==> config.mk <==
export PLATFORM = sky130hd
export DESIGN_NAME = cnt_seg_scan
export DESIGN_NICKNAME = d
export VERILOG_FILES = /design/src/rtl/cnt_seg_pkg.sv /design/src/rtl/seg7_dec.sv /design/src/rtl/cnt_seg_scan.sv
export SDC_FILE = /design/constraint.sdc
export NUM_CORES = 1
export LEC_CHECK = 0
export BUFFER_PORTS_ARGS = -buffer_cell sky130_fd_sc_hd__buf_2
export CORE_ASPECT_RATIO = 0.8
export CORE_MARGIN = 5
export CORE_UTILIZATION = 45
export CTS_CLUSTER_SIZE = 24
export DETAILED_ROUTE_END_ITERATION = 8
export GPL_TIMING_DRIVEN = 0
export SLEW_MARGIN = 40
export SYNTH_ARGS = -nofsm -noshare
export SYNTH_HDL_FRONTEND = slang
export SYNTH_SLANG_ARGS = --single-unit
==> constraint.sdc <==
create_clock -name clk -period 3.1 [get_ports clk]
set_clock_uncertainty 0.1 [all_clocks]
set_input_delay 0.465 -clock clk [delete_from_list [all_inputs] [get_ports clk]]
set_output_delay 0.465 -clock clk [all_outputs]
set_load 0.02 [all_outputs]
==> src/rtl/cnt_seg_pkg.sv <==
// Shared types and constants for the two-digit multiplexed 7-segment scanner.
// Segment bit order is {g,f,e,d,c,b,a}, active high.
package cnt_seg_pkg;

  typedef enum logic {
    ONES = 1'b0,
    TENS = 1'b1
  } digit_t;

  localparam logic [6:0] SEG_0     = 7'h3F;
  localparam logic [6:0] SEG_1     = 7'h06;
  localparam logic [6:0] SEG_2     = 7'h5B;
  localparam logic [6:0] SEG_3     = 7'h4F;
  localparam logic [6:0] SEG_4     = 7'h66;
  localparam logic [6:0] SEG_5     = 7'h6D;
  localparam logic [6:0] SEG_6     = 7'h7D;
  localparam logic [6:0] SEG_7     = 7'h07;
  localparam logic [6:0] SEG_8     = 7'h7F;
  localparam logic [6:0] SEG_9     = 7'h6F;
  localparam logic [6:0] SEG_BLANK = 7'h00;

  localparam logic [1:0] AN_ONES = 2'b01;
  localparam logic [1:0] AN_TENS = 2'b10;

endpackage

==> src/rtl/seg7_dec.sv <==
// Combinational BCD to 7-segment decode. Non-BCD inputs blank the digit.
module seg7_dec
  import cnt_seg_pkg::*;
(
  input  logic [3:0] bcd,
  output logic [6:0] seg
);

  // Lookup of the digit pattern
  always_comb begin
    seg = SEG_BLANK;
    case (bcd)
      4'd0:    seg = SEG_0;
      4'd1:    seg = SEG_1;
      4'd2:    seg = SEG_2;
      4'd3:    seg = SEG_3;
      4'd4:    seg = SEG_4;
      4'd5:    seg = SEG_5;
      4'd6:    seg = SEG_6;
      4'd7:    seg = SEG_7;
      4'd8:    seg = SEG_8;
      4'd9:    seg = SEG_9;
      default: seg = SEG_BLANK;
    endcase
  end

endmodule

==> src/rtl/cnt_seg_scan.sv <==
// Two-digit multiplexed 7-segment scanner for a 4-bit count (0..15).
// Each digit is enabled for SCAN_DIV clocks; the value is latched once per
// frame so both digits always come from the same sample.
// Build option: define LZ_BLANK_EN to blank a leading-zero tens digit.
//
// state | meaning
// ------+-------------------------------------------
// ONES  | ones digit enabled (an = 01)
// TENS  | tens digit enabled (an = 10); leaving it latches cnt_in
module cnt_seg_scan
  import cnt_seg_pkg::*;
#(
  parameter int unsigned SCAN_DIV = 1000
) (
  input  logic       clk,
  input  logic       rst,
  input  logic [3:0] cnt_in,
  output logic [6:0] seg,
  output logic [1:0] an
);

  localparam int unsigned DW = (SCAN_DIV > 2) ? $clog2(SCAN_DIV) : 1;
  localparam logic [DW-1:0] DIV_MAX = DW'(SCAN_DIV - 1);

  logic [DW-1:0] div_cnt;
  logic          tick;
  digit_t        state, state_next;
  logic [3:0]    disp_val, disp_next;
  logic          tens_d;
  logic [3:0]    ones_d;
  logic [3:0]    dec_in;
  logic [6:0]    dec_seg;
  logic [6:0]    seg_next;
  logic [1:0]    an_next;

  assign tick = (div_cnt == DIV_MAX);

  // Prescaler: 0..SCAN_DIV-1 then wrap
  always_ff @(posedge clk) begin
    if (rst) div_cnt <= '0;
    else if (tick) div_cnt <= '0;
    else div_cnt <= div_cnt + 1'b1;
  end

  // Digit state register
  always_ff @(posedge clk) begin
    if (rst) state <= ONES;
    else state <= state_next;
  end

  // Next digit state and frame capture of the count
  always_comb begin
    state_next = state;
    disp_next  = disp_val;
    if (tick) begin
      case (state)
        ONES:    state_next = TENS;
        TENS: begin
          state_next = ONES;
          disp_next  = cnt_in;
        end
        default: state_next = ONES;
      endcase
    end
  end

  // Captured display value
  always_ff @(posedge clk) begin
    if (rst) disp_val <= 4'd0;
    else disp_val <= disp_next;
  end

  // Split the upcoming value into digits and pick the one to be shown, so
  // seg and an are registered together with the state change.
  always_comb begin
    tens_d  = (disp_next >= 4'd10);
    ones_d  = tens_d ? (disp_next - 4'd10) : disp_next;
    dec_in  = (state_next == TENS) ? {3'b000, tens_d} : ones_d;
    an_next = (state_next == TENS) ? AN_TENS : AN_ONES;
`ifdef LZ_BLANK_EN
    seg_next = ((state_next == TENS) && !tens_d) ? SEG_BLANK : dec_seg;
`else
    seg_next = dec_seg;
`endif
  end

  seg7_dec u_dec (
    .bcd (dec_in),
    .seg (dec_seg)
  );

  // Output registers: segments and anodes change on the same edge
  always_ff @(posedge clk) begin
    if (rst) begin
      seg <= SEG_0;
      an  <= AN_ONES;
    end else begin
      seg <= seg_next;
      an  <= an_next;
    end
  end

endmodule

== Word-level counts from Yosys, hierarchy flattened ==
Memory sizes are Yosys's and may differ from the RTL's. A register that Yosys moved wholly into a read port is not among the register bits.
Cells that the tools add are included.

* Add/sub/neg operators: 2
* $lt $le $gt $ge: 1
* Eq/ne operators: 1
* Multiplexer cells: 7
* Bitwise gates (word level): 1
* Reductions and logical operators: 1

{| class="wikitable"
|+ Operators by type and width
! kind !! count
|-
| two-way mux 4 bit || 4
|-
| adder 10 x 1 -> 10 bit (second input constant) || 1
|-
| equality test 10 bit (second input constant) || 1
|-
| >= comparator 4 bit (second input constant) || 1
|-
| subtractor 4 bit (second input constant) || 1
|-
| two-way mux 2 bit || 1
|-
| case mux 1 bit (2 select lines) || 1
|-
| OR reduction 2 bit || 1
|-
| two-way mux 1 bit || 1
|-
| inverter 1 bit || 1
|}

* Register bits after elaboration: 17
* Bits in read-only memories: 112
* Input bits: 6
* Memories: 1

{| class="wikitable"
|+ Memories
! name !! depth !! width !! read ports !! clocked after memory_dff !! write ports !! line !! source
|-
| (no name shown) || 16 || 7 || 1 || 1 || 0 || seg7_dec.sv:12 || <nowiki>case (bcd)</nowiki>
|}

== Logic depth before layout (Yosys ltp) ==
Gate-level depths: netlist (run 1).

* Depth after elaboration: 5
* Mapped depth: 12
* Gate-level depth less buffers: 12

== By module ==
From an unflattened synthesis (run 1), not the netlist that was laid out.

* Cell total of the unflattened synthesis: 131
* Area, all modules: 1232.4 um2

{| class="wikitable"
|+ Modules (own cells, without submodules)
! module !! instances !! cells an instance !! area each (um2) !! seq. area each (um2)
|-
| cnt_seg_scan || 1 || 105 || 1031.0 || 460.4
|-
| seg7_dec || 1 || 26 || 201.4 || 0.0
|}

== Worst setup path after synthesis (run 1) ==
No wires, ideal clock.

* Path type: flip-flop to flip-flop
* Start point: register div_cnt[0]
* End point: register seg[3]
* Setup time: 59 ps
* Data arrival time: 2316 ps
* Setup slack: 625 ps
* Cell stages (with the launch flop): 11
* Buffers on the path: 0
* Cells stage by stage: dfxtp_1 > ha_1 > and2_1 > nand4_4 > mux2_4 > nand2_1 > nor2_1 > o21ai_0 > ha_1 > mux2_1 > nand2_1

* Longest elaborated chain between the ends: 5

{| class="wikitable"
|+ Ends and longest elaborated chain
! element !! line !! source
|-
| start: declaration || cnt_seg_scan.sv:25 || <nowiki>logic [DW-1:0] div_cnt;</nowiki>
|-
| start signal: assignment || cnt_seg_scan.sv:42 || <nowiki>else div_cnt <= div_cnt + 1'b1;</nowiki>
|-
| equality test 10 bit (*) || cnt_seg_scan.sv:36 || <nowiki>assign tick = (div_cnt == DIV_MAX);</nowiki>
|-
| two-way mux 4 bit || cnt_seg_scan.sv:55 || <nowiki>if (tick) begin</nowiki>
|-
| subtractor 4 bit or >= comparator 4 bit (tied branches) || cnt_seg_scan.sv:77, cnt_seg_scan.sv:76 ||
|-
| two-way mux 4 bit || cnt_seg_scan.sv:77 || <nowiki>ones_d = tens_d ? (disp_next - 4'd10) : disp_next;</nowiki>
|-
| two-way mux 4 bit (*) || cnt_seg_scan.sv:78 || <nowiki>dec_in = (state_next == TENS) ? {3'b000, tens_d} : ones_d;</nowiki>
|-
| end: declaration || cnt_seg_scan.sv:18 || <nowiki>output logic [6:0] seg,</nowiki>
|}

Every way passes the cells marked *; elsewhere a longest branch is shown, timed or not.
A chain may end at the register's enable or synchronous reset.

== Worst setup path in the final report (run 1) ==
* Start point: register div_cnt[0]
* End point: register seg[4]

The elaborated chain is that of the path after synthesis.

==> results.toml, run 1 <==
[setup_path]
crit_chain = "ha_1 > and2_1 > nand4_4 > mux2i_4 > nand2_1 > nor2_1 > o21a_1 > ha_1 > o21ai_0 > a311oi_1 > a211oi_1 > a22oi_1"
crit_top_cell = "ha_1"
cp.required_ps = 3230
critPathMaxFanout = 7
critPathSlowestCell = "dfxtp_1"
cpPeakStageDelay_ps = 370
crit_arrival_ps = 2950
end_kind = "flop"
critPathBufInv = 0
critPathKind = "reg2reg"
cp-start-kind = "flop"
crit_family = "compound AO/OA/AOI/OAI gates"

[synth]
postSynthAreaPerCell_sq_um = 9.64
yosys_warnings = 0
ys_ff_latch = 23
synth.distinct_cells = 36
syn_inst = 123
yosysSeqAreaShare_pct = 38.8
netlist_area_sq_mm = 0.00119
syn_nets = 136

[timing]
fmax_ghz = 0.355
setup_viol = 0
hold_viol_final = 0
drv_slew = 0
setup_slack_ps = 280
fin_crit_sh_pct = 91.0
max_slew_margin_pct = 66.1
worstMarginPinSlew_ps = 509
fin_crit_ps = 2820
fin_setup_tns_ps = 0
rsz0062_at_grt = "false"

[grt]
grt_pass1_vias = 789
grt_pass1_wl_um = 3620
grt_start_max_net_pins = 14
overflow = 0
antenna_found_initial = 0
gr-usage-all-layers_pct = 12.3

[power_and_ir_drop]
comb_power_share_pct = 3.9
p_sw_mw = 0.102
p_total_mw = 0.456
p_sw_share_pct = 22.4
p_int_mw = 0.354
peakVddDrop_mv = 0.229
power_frac_clock_pct = 30.1
power_density_mw_per_mm2 = 344
power_frac_seq_pct = 66.0
p_leak_nw = 0.556

[routing]
drt-pass1-iter-count = 4
postRouteAntennaNets = 0
drcViolationCount = 0
vias = 827
drt-vias-per-instance = 4.67
drt_iter0_drc = 50
routedWlPerCell_um = 11.7
routed_wl_um = 2060

[floorplan]
start_util_pct = 47.8
die-area_sq_mm = 0.00377
die_height_um = 55.9
fp.dieW_um = 67.4
core-area_sq_mm = 0.00248
ios = 15
rows = 16

[final_layout]
final_cell_area_sq_mm = 0.00133
most-common-layout-cells = "dfxtp_1, nor2_1, buf_2, nand2_1"
final_common_cell = "dfxtp_1"
post_route_cells_drive_above_1_share_pct = 23.4
antennaDiodeCount = 0
nNetsFinal = 155
area_growth_pct = 12.0

[clock_network]
cts_tree = "yes"
htree_levels = 1
clock_latency_ps = 310
cts_root_buf = "clkbuf_4"
cts_hold_buffers = 0
cts_repair_resize_count = 0
numCtsBuffers = 3
clockBufferDepth = 2
post_cts_buffers = 0
clkTransAtPathRegs_ps = 120
clkSinkCount = 23

[place]
place_area_sq_mm = 0.00130
pre_cts_slack_ps = 345
io_buffers = 14
dpl.hpwl_um = 1560
place.gp.congestion = 0.797

[status]
outcome = "finished, final reports clean"

[hold_path]
worstHoldPathType = "in2reg"

[job]
maxCapViolCount = 0
==> tightest hold or removal path, cell delays in order <==
cell and delay (ps):
buf_2 100, mux2i_1 60, nor2_1 70
==> layer usage <==
metal | up-vias | GRT usage [%] | part of all wire, %
met3 | 2 | 4.85 | 6.3
met4 | 0 | 2.60 | 0.63
met5 | - | 0 | 0
li1 | 445 | - | -
met1 | 364 | 18.9 | 55
met2 | 16 | 15.7 | 38
==> final timing paths <==
check | from | end | slack, ps | cells past startpoint
max | div_cnt[0]$_SDFF_PP0_ | seg[4]$_SDFF_PP1_ | 280 | 12
min | cnt_in[3] | disp_val[3]$_SDFF_PP0_ | 310 | 3
max reg2reg | div_cnt[0]$_SDFF_PP0_ | seg[4]$_SDFF_PP1_ | 280 | 12
min reg2reg | div_cnt[0]$_SDFF_PP0_ | div_cnt[0]$_SDFF_PP0_ | 360 | 1
==> power by group through the flow <==
| stage | Clock [mW] | Combinational [mW] | Sequential [mW] |
|---|---|---|---|
| after floorplan | 0 | 0.0106 | 0.307 |
| after global placement | 0 | 0.0173 | 0.308 |
| after detailed placement | 0 | 0.0179 | 0.308 |
| after CTS | 0.145 | 0.0180 | 0.301 |
| after global routing | 0.167 | 0.0213 | 0.302 |
| final | 0.138 | 0.0176 | 0.301 |
==> synthesized netlist by cell type (all sizes together) <==
library cell,instances,share of area [%]
a211oi,2,1.3
a21oi,2,1.8
a22oi,1,0.63
a311oi,2,1.5
a31oi,1,1.1
and2,1,0.53
and3,2,1.1
and3b,1,0.74
and4b,1,1.2
buf,3,2.2
clkbuf,2,0.63
dfxtp,23,39
ha,7,7.4
inv,7,2.2
mux2,5,5.4
mux2i,7,7.0
nand2,9,2.8
nand2b,1,0.53
nand3,4,1.7
nand3b,2,1.3
nand4,2,2.3
nor2,21,7.1
nor2b,1,0.53
o21a,2,1.3
o21ai,2,0.84
o21bai,1,0.63
or2,2,1.1
xnor2,4,3.0
xor2,5,3.7
==> area by class of cell <==
class	instances	area, sq um
inverters	7	26.3
clock inverters	1	5.00
plain buffers	5	33.8
clock buffers	3	22.5
multi-input cells	88	666
flip-flops and latches	23	460
repair buffers	14	70.1
well taps	36	45.0
fillers	249	1150
==> registers in the layout (all words and copies together), names as in the netlist <==
signal,count
disp_val,4
state,1
div_cnt,10
seg,7
an,1
==> logic make-up after synthesis <==
kind of cell | share of synthesized area [%]
AO/OA/AOI/OAI | 8.97
XOR/XNOR | 6.65
adder cells (fa/ha/maj) | 7.38
buffers and inverters | 5.06
flip-flops | 38.8
multiplexers | 12.3
AND/OR/NAND/NOR | 20.8
==> metrics by stage <==
stage | instances | utilization (%) | hold WS, ps
floorplan | 123 | - | 318
global placement | 173 | 52.4 | 331
detailed placement | 173 | 52.4 | 341
CTS | 177 | 53.5 | 306
global route | 177 | 53.5 | 306
finish | 177 | 53.5 | 312
Power figures use the tool's default switching activity.
==> run 2: changes to the inputs <==
CORE_MARGIN = 3   (was 5)
PLACE_DENSITY = 0.67   (was default)
clock period = 2.5 ns   (was 3.1 ns; I/O delays follow)
==> run 2 against run 1 <==
Net effect:
- cell count up 4.5%
- flip-flop and latch count is the same
- sequential share of layout area decreased by 2.4 points
- via count up 7.0%
- critical path depth stayed put
- maximum frequency is 14% higher
- first-iteration DRC count shrank 90%
- register-to-register slack worse by 260 ps
- die area is 13% lower
- non-clock buffer count rose by 10
- clock-buffer cell count unchanged
- sequential power increased by 25%
- critical path type unchanged
- critical endpoint unchanged
- highest routed layer unchanged
==> results.toml, run 2 (same netlist as run 1, synthesis figures left out) <==
[grt]
gr-usage-all-layers_pct = 15.0
grt_pass1_wl_um = 3870
grt_pass1_vias = 871
antenna_found_initial = 0
grt_start_max_net_pins = 14
overflow = 0

[routing]
drcViolationCount = 0
vias = 885
routed_wl_um = 2100
postRouteAntennaNets = 0
drt_iter0_drc = 5
routedWlPerCell_um = 11.3
drt-vias-per-instance = 4.78
drt-pass1-iter-count = 4

[clock_network]
cts_root_buf = "clkbuf_4"
clock_latency_ps = 310
cts_tree = "yes"
numCtsBuffers = 3
clockBufferDepth = 2
clkTransAtPathRegs_ps = 120
htree_levels = 1
clkSinkCount = 23

[timing]
setup_viol = 0
fin_crit_sh_pct = 99.1
hold_viol_final = 0
fin_setup_tns_ps = 0
worstMarginPinSlew_ps = 444
rsz0062_at_grt = "true"
max_slew_margin_pct = 70.4
fin_crit_ps = 2480
fmax_ghz = 0.404
drv_slew = 0

[power_and_ir_drop]
p_sw_share_pct = 22.4
comb_power_share_pct = 4.7
power_frac_seq_pct = 65.6
power_density_mw_per_mm2 = 394
p_int_mw = 0.444
power_frac_clock_pct = 29.7
p_total_mw = 0.572
p_leak_nw = 0.601
peakVddDrop_mv = 0.245
p_sw_mw = 0.128

[final_layout]
area_growth_pct = 22.3
largest_register = "div_cnt"
stdcell_count = 185
reg_top3 = "div_cnt (10), seg (7), disp_val (4)"
largest_register_ffs = 10
post_route_cells_drive_above_1_share_pct = 37.1
final_common_cell = "nor2_1"
most-common-layout-cells = "nor2_1, dfxtp_1, buf_2, buf_4, nand2_1"
antennaDiodeCount = 0
nNetsFinal = 165

[setup_path]
worstRegToRegCells = 12
crit_arrival_ps = 2610
end_kind = "flop"
critPathKind = "reg2reg"
cp-start-kind = "flop"
critPathMaxFanout = 4
cp.required_ps = 2630

[floorplan]
start_util_pct = 51.0
die-area_sq_mm = 0.00329
ios = 15
rows = 15
fp.dieW_um = 63.4
core-area_sq_mm = 0.00233
die_height_um = 51.9

[hold_path]
worstHoldPathType = "in2reg"
hold_depth = 3

[job]
maxCapViolCount = 0

[status]
outcome = "finished, final reports clean"

[place]
dpl.hpwl_um = 1570
place.gp.congestion = 0.833
io_buffers = 14
dpl.cell_count = 171
## run 2: cell count changes in the layout (fill, tap and decap cells not counted), moves of 2 or more
cell,delta
dfxtp_2,+6
ha_1,-2
o21ai_0,-2
o21ai_1,+2
dfxtp_1,-6
buf_4,+9
## run 2: critical path, cell delays in order (launching register included)
cell and delay [ps]:
dfxtp_2 370, ha_4 140, and2_4 160, nand4_4 160
mux2i_4 250, buf_6 140, nor2_4 100, o21a_1 190
ha_2 170, o21ai_1 50, a311oi_1 250, a211oi_1 90
a22oi_1 220
## run 2: layout make-up
type	count	area, sq um
fill	219	877
multi-input combinational	88	703
sequential	23	468
timing repair buffer	24	149
tap	34	42.5
buffer	5	33.8
inverter	7	26.3
clock buffer	3	22.5
clock inverter	1	5.00
## run 2: path summary, 6_finish.rpt
path	startpoint	to	slack (ps)
worst min-delay path	cnt_in[0]	disp_val[0]$_SDFF_PP0_	210
worst min register to register	disp_val[0]$_SDFF_PP0_	disp_val[0]$_SDFF_PP0_	360
worst max register to register	div_cnt[1]$_SDFF_PP0_	seg[4]$_SDFF_PP1_	20
worst max-delay path	div_cnt[1]$_SDFF_PP0_	seg[4]$_SDFF_PP1_	20
## run 2: routing by layer
metal / track usage (%) / part of all wire [%]
met5: 0 / 0
met2: 23.1 / 41
met3: 4.97 / 7.2
met4: 4.30 / 1.0
met1: 20.0 / 51
## run 2: stage by stage
| step | utilization [%] | worst slack [ps] | hold WS, ps | instance area (sq um) |
|---|---|---|---|---|
| 3_3_place_gp | 55.8 | -185 | 330 | 1300 |
| 6_report | 62.3 | 22.3 | 213 | 1450 |
| 2_1_floorplan | - | 25.4 | 318 | 1190 |
| 4_1_cts | 59.8 | 2.38 | 207 | 1390 |
| 3_5_place_dp | 55.8 | -268 | 345 | 1300 |
| 5_1_grt | 62.3 | -137 | 214 | 1450 |
## run 2: timing repair
item / CTS / global route
resized for setup: 11 / 9
hold buffers: 0 / 0
buffers inserted: 5 / 5
pin swaps: 4 / 10
setup endpoints to repair: 6 / 3
## run 2: power groups by stage
stage	combinational (mW)	clock [mW]	sequential [mW]
after floorplan	0.0131	0	0.381
after global placement	0.0212	0	0.382
after detailed placement	0.0219	0	0.382
after CTS	0.0255	0.179	0.375
after global routing	0.0301	0.198	0.377
final	0.0266	0.170	0.375
==> run 3: changes to the inputs <==
PLACE_DENSITY = default   (was 0.67)
clock period = 2.55 ns   (was 2.5 ns; I/O delays follow)
==> run 3 against run 2 <==
Net effect:
- cell area down 0.86%
- non-clock buffer count shrank 1
- global-route usage about the same
- maximum frequency down 2.1%
- largest cell class unchanged
- largest power group unchanged
- worst hold slack gained 12 ps
- flip-flop and latch count is the same
- wire length increased by 1.0%
==> results.toml, run 3 (same netlist as run 1, synthesis figures left out) <==
[final_layout]
area_growth_pct = 21.2
largest_register = "div_cnt"
reg_top3 = "div_cnt (10), seg (7), disp_val (4)"
most-common-layout-cells = "nor2_1, dfxtp_1, buf_2, buf_4, nand2_1"
utilization_pct = 61.8
final_common_cell = "nor2_1"
final_cell_area_sq_mm = 0.00144
fill_cells = 244
post_route_cells_drive_above_1_share_pct = 36.7
largest_register_ffs = 10
nNetsFinal = 164
antennaDiodeCount = 0

[setup_path]
critPathBufInv = 0
cp.required_ps = 2640
crit_arrival_ps = 2620
regToRegEndpoint = "seg[4]$_SDFF_PP1_"
r2r_start = "div_cnt[1]$_SDFF_PP0_"
cp-start-kind = "flop"
cpPeakStageDelay_ps = 380
crit_chain = "ha_4 > and2_4 > nand4_4 > mux2_4 > nand2_2 > nor2_2 > o21a_1 > ha_2 > o21ai_2 > a311oi_1 > a211oi_1 > a22oi_1"
end_kind = "flop"
critPathSlowestCell = "dfxtp_2"
worstRegToRegCells = 12
reg2reg_slack_ps = 20
critPathKind = "reg2reg"
critPathMaxFanout = 6
crit_family = "compound AO/OA/AOI/OAI gates"

[power_and_ir_drop]
peakVddDrop_mv = 0.252
power_frac_clock_pct = 29.4
p_sw_mw = 0.124
power_frac_seq_pct = 65.7
p_sw_share_pct = 22.2
p_leak_nw = 0.601
comb_power_share_pct = 4.9
p_int_mw = 0.436
power_density_mw_per_mm2 = 390

[grt]
grt_start_max_net_pins = 14
grt_pass1_vias = 834
overflow = 0
gr-usage-all-layers_pct = 15.0
grt_pass1_wl_um = 3830
antenna_found_initial = 0

[clock_network]
clockBufferDepth = 2
cts_root_buf = "clkbuf_4"
numCtsBuffers = 3
cts_tree = "yes"
htree_levels = 1
cts_hold_buffers = 0
clkTransAtPathRegs_ps = 120
clkSinkCount = 23
clock_latency_ps = 310

[routing]
drcViolationCount = 0
drt-vias-per-instance = 4.82
routed_wl_um = 2120
drt-pass1-iter-count = 3
vias = 886
postRouteAntennaNets = 0
drt_iter0_drc = 11
routedWlPerCell_um = 11.5

[place]
place.gp.congestion = 0.821
dpl.hpwl_um = 1520
place_area_sq_mm = 0.00130
pre_cts_slack_ps = -222
io_buffers = 14

[timing]
fin_setup_tns_ps = 0
hold_viol_final = 0
max_slew_margin_pct = 68.3
worstMarginPinSlew_ps = 475
setup_slack_ps = 18.8
setup_viol = 0
whs_ps = 225
rsz0062_at_grt = "true"
fin_crit_ps = 2530
drv_slew = 0
fmax_ghz = 0.395
fin_crit_sh_pct = 99.3

[floorplan]
ios = 15
die-area_sq_mm = 0.00329
die_height_um = 51.9
start_util_pct = 51.0
rows = 15
fp.dieW_um = 63.4
core-area_sq_mm = 0.00233

[hold_path]
hold_depth = 3
min_from = "cnt_in[0]"
whs_endpoint = "disp_val[0]$_SDFF_PP0_"
worstHoldPathType = "in2reg"

[job]
maxCapViolCount = 0

[status]
outcome = "finished, final reports clean"
[run 3: worst reg2reg max path: cells and delay by family (launching register included)]
kind	cells	cell delay, ps
AO/OA/AOI/OAI	5	720
adder cells (fa/ha/maj)	2	340
flip-flops	1	380
multiplexers	1	390
AND/OR/NAND/NOR	4	500
[run 3: repair_timing]
action	in CTS	in global routing
gates resized for setup	12	6
setup endpoints to repair	5	3
pin swaps	5	9
buffers inserted	6	3
[run 3: power by group through the flow]
stage	combinational (mW)	clock, mW	sequential, mW
3_3_place_gp	0.0210	0	0.374
2_1_floorplan	0.0128	0	0.374
6_report	0.0275	0.164	0.368
4_1_cts	0.0238	0.174	0.367
3_5_place_dp	0.0215	0	0.374
5_1_grt	0.0321	0.195	0.369
[run 3: how the worst max path moves through the flow]
stage	startpoint	end	cells past startpoint
2_1_floorplan	div_cnt[0]$_SDFF_PP0_	seg[3]$_SDFF_PP1_	10
3_3_place_gp	div_cnt[0]$_SDFF_PP0_	seg[4]$_SDFF_PP1_	12
3_5_place_dp	div_cnt[0]$_SDFF_PP0_	seg[4]$_SDFF_PP1_	12
4_1_cts	div_cnt[0]$_SDFF_PP0_	seg[4]$_SDFF_PP1_	11
5_1_grt	div_cnt[1]$_SDFF_PP0_	seg[4]$_SDFF_PP1_	12
6_report	div_cnt[1]$_SDFF_PP0_	seg[4]$_SDFF_PP1_	12
[run 3: per-layer routing]
| layer | track usage, % | wire [um] | up-vias |
|---|---|---|---|
| met4 | 2.15 | 0 | 0 |
| li1 | - | - | 463 |
| met1 | 20.8 | 1130 | 406 |
| met5 | 0 | 0 | - |
| met3 | 4.54 | 116 | 0 |
| met2 | 23.4 | 870 | 17 |
[run 3: area by class of cell]
cell class                      instances  area, sq um  share of cell area, %
Multi-Input combinational cell         88          698                   48.6
Clock inverter                          1         5.00                  0.348
Clock buffer                            3         22.5                   1.57
Buffer                                  5         33.8                   2.35
Timing Repair Buffer                   23          141                   9.83
Tap cell                               34         42.5                   2.96
Sequential cell                        23          468                   32.6
Inverter                                7         26.3                   1.83
[run 3: through the flow]
step	instances	total power, mW
global route	184	0.596
global placement	171	0.395
floorplan	123	0.387
detailed placement	171	0.396
CTS	181	0.565
finish	184	0.560
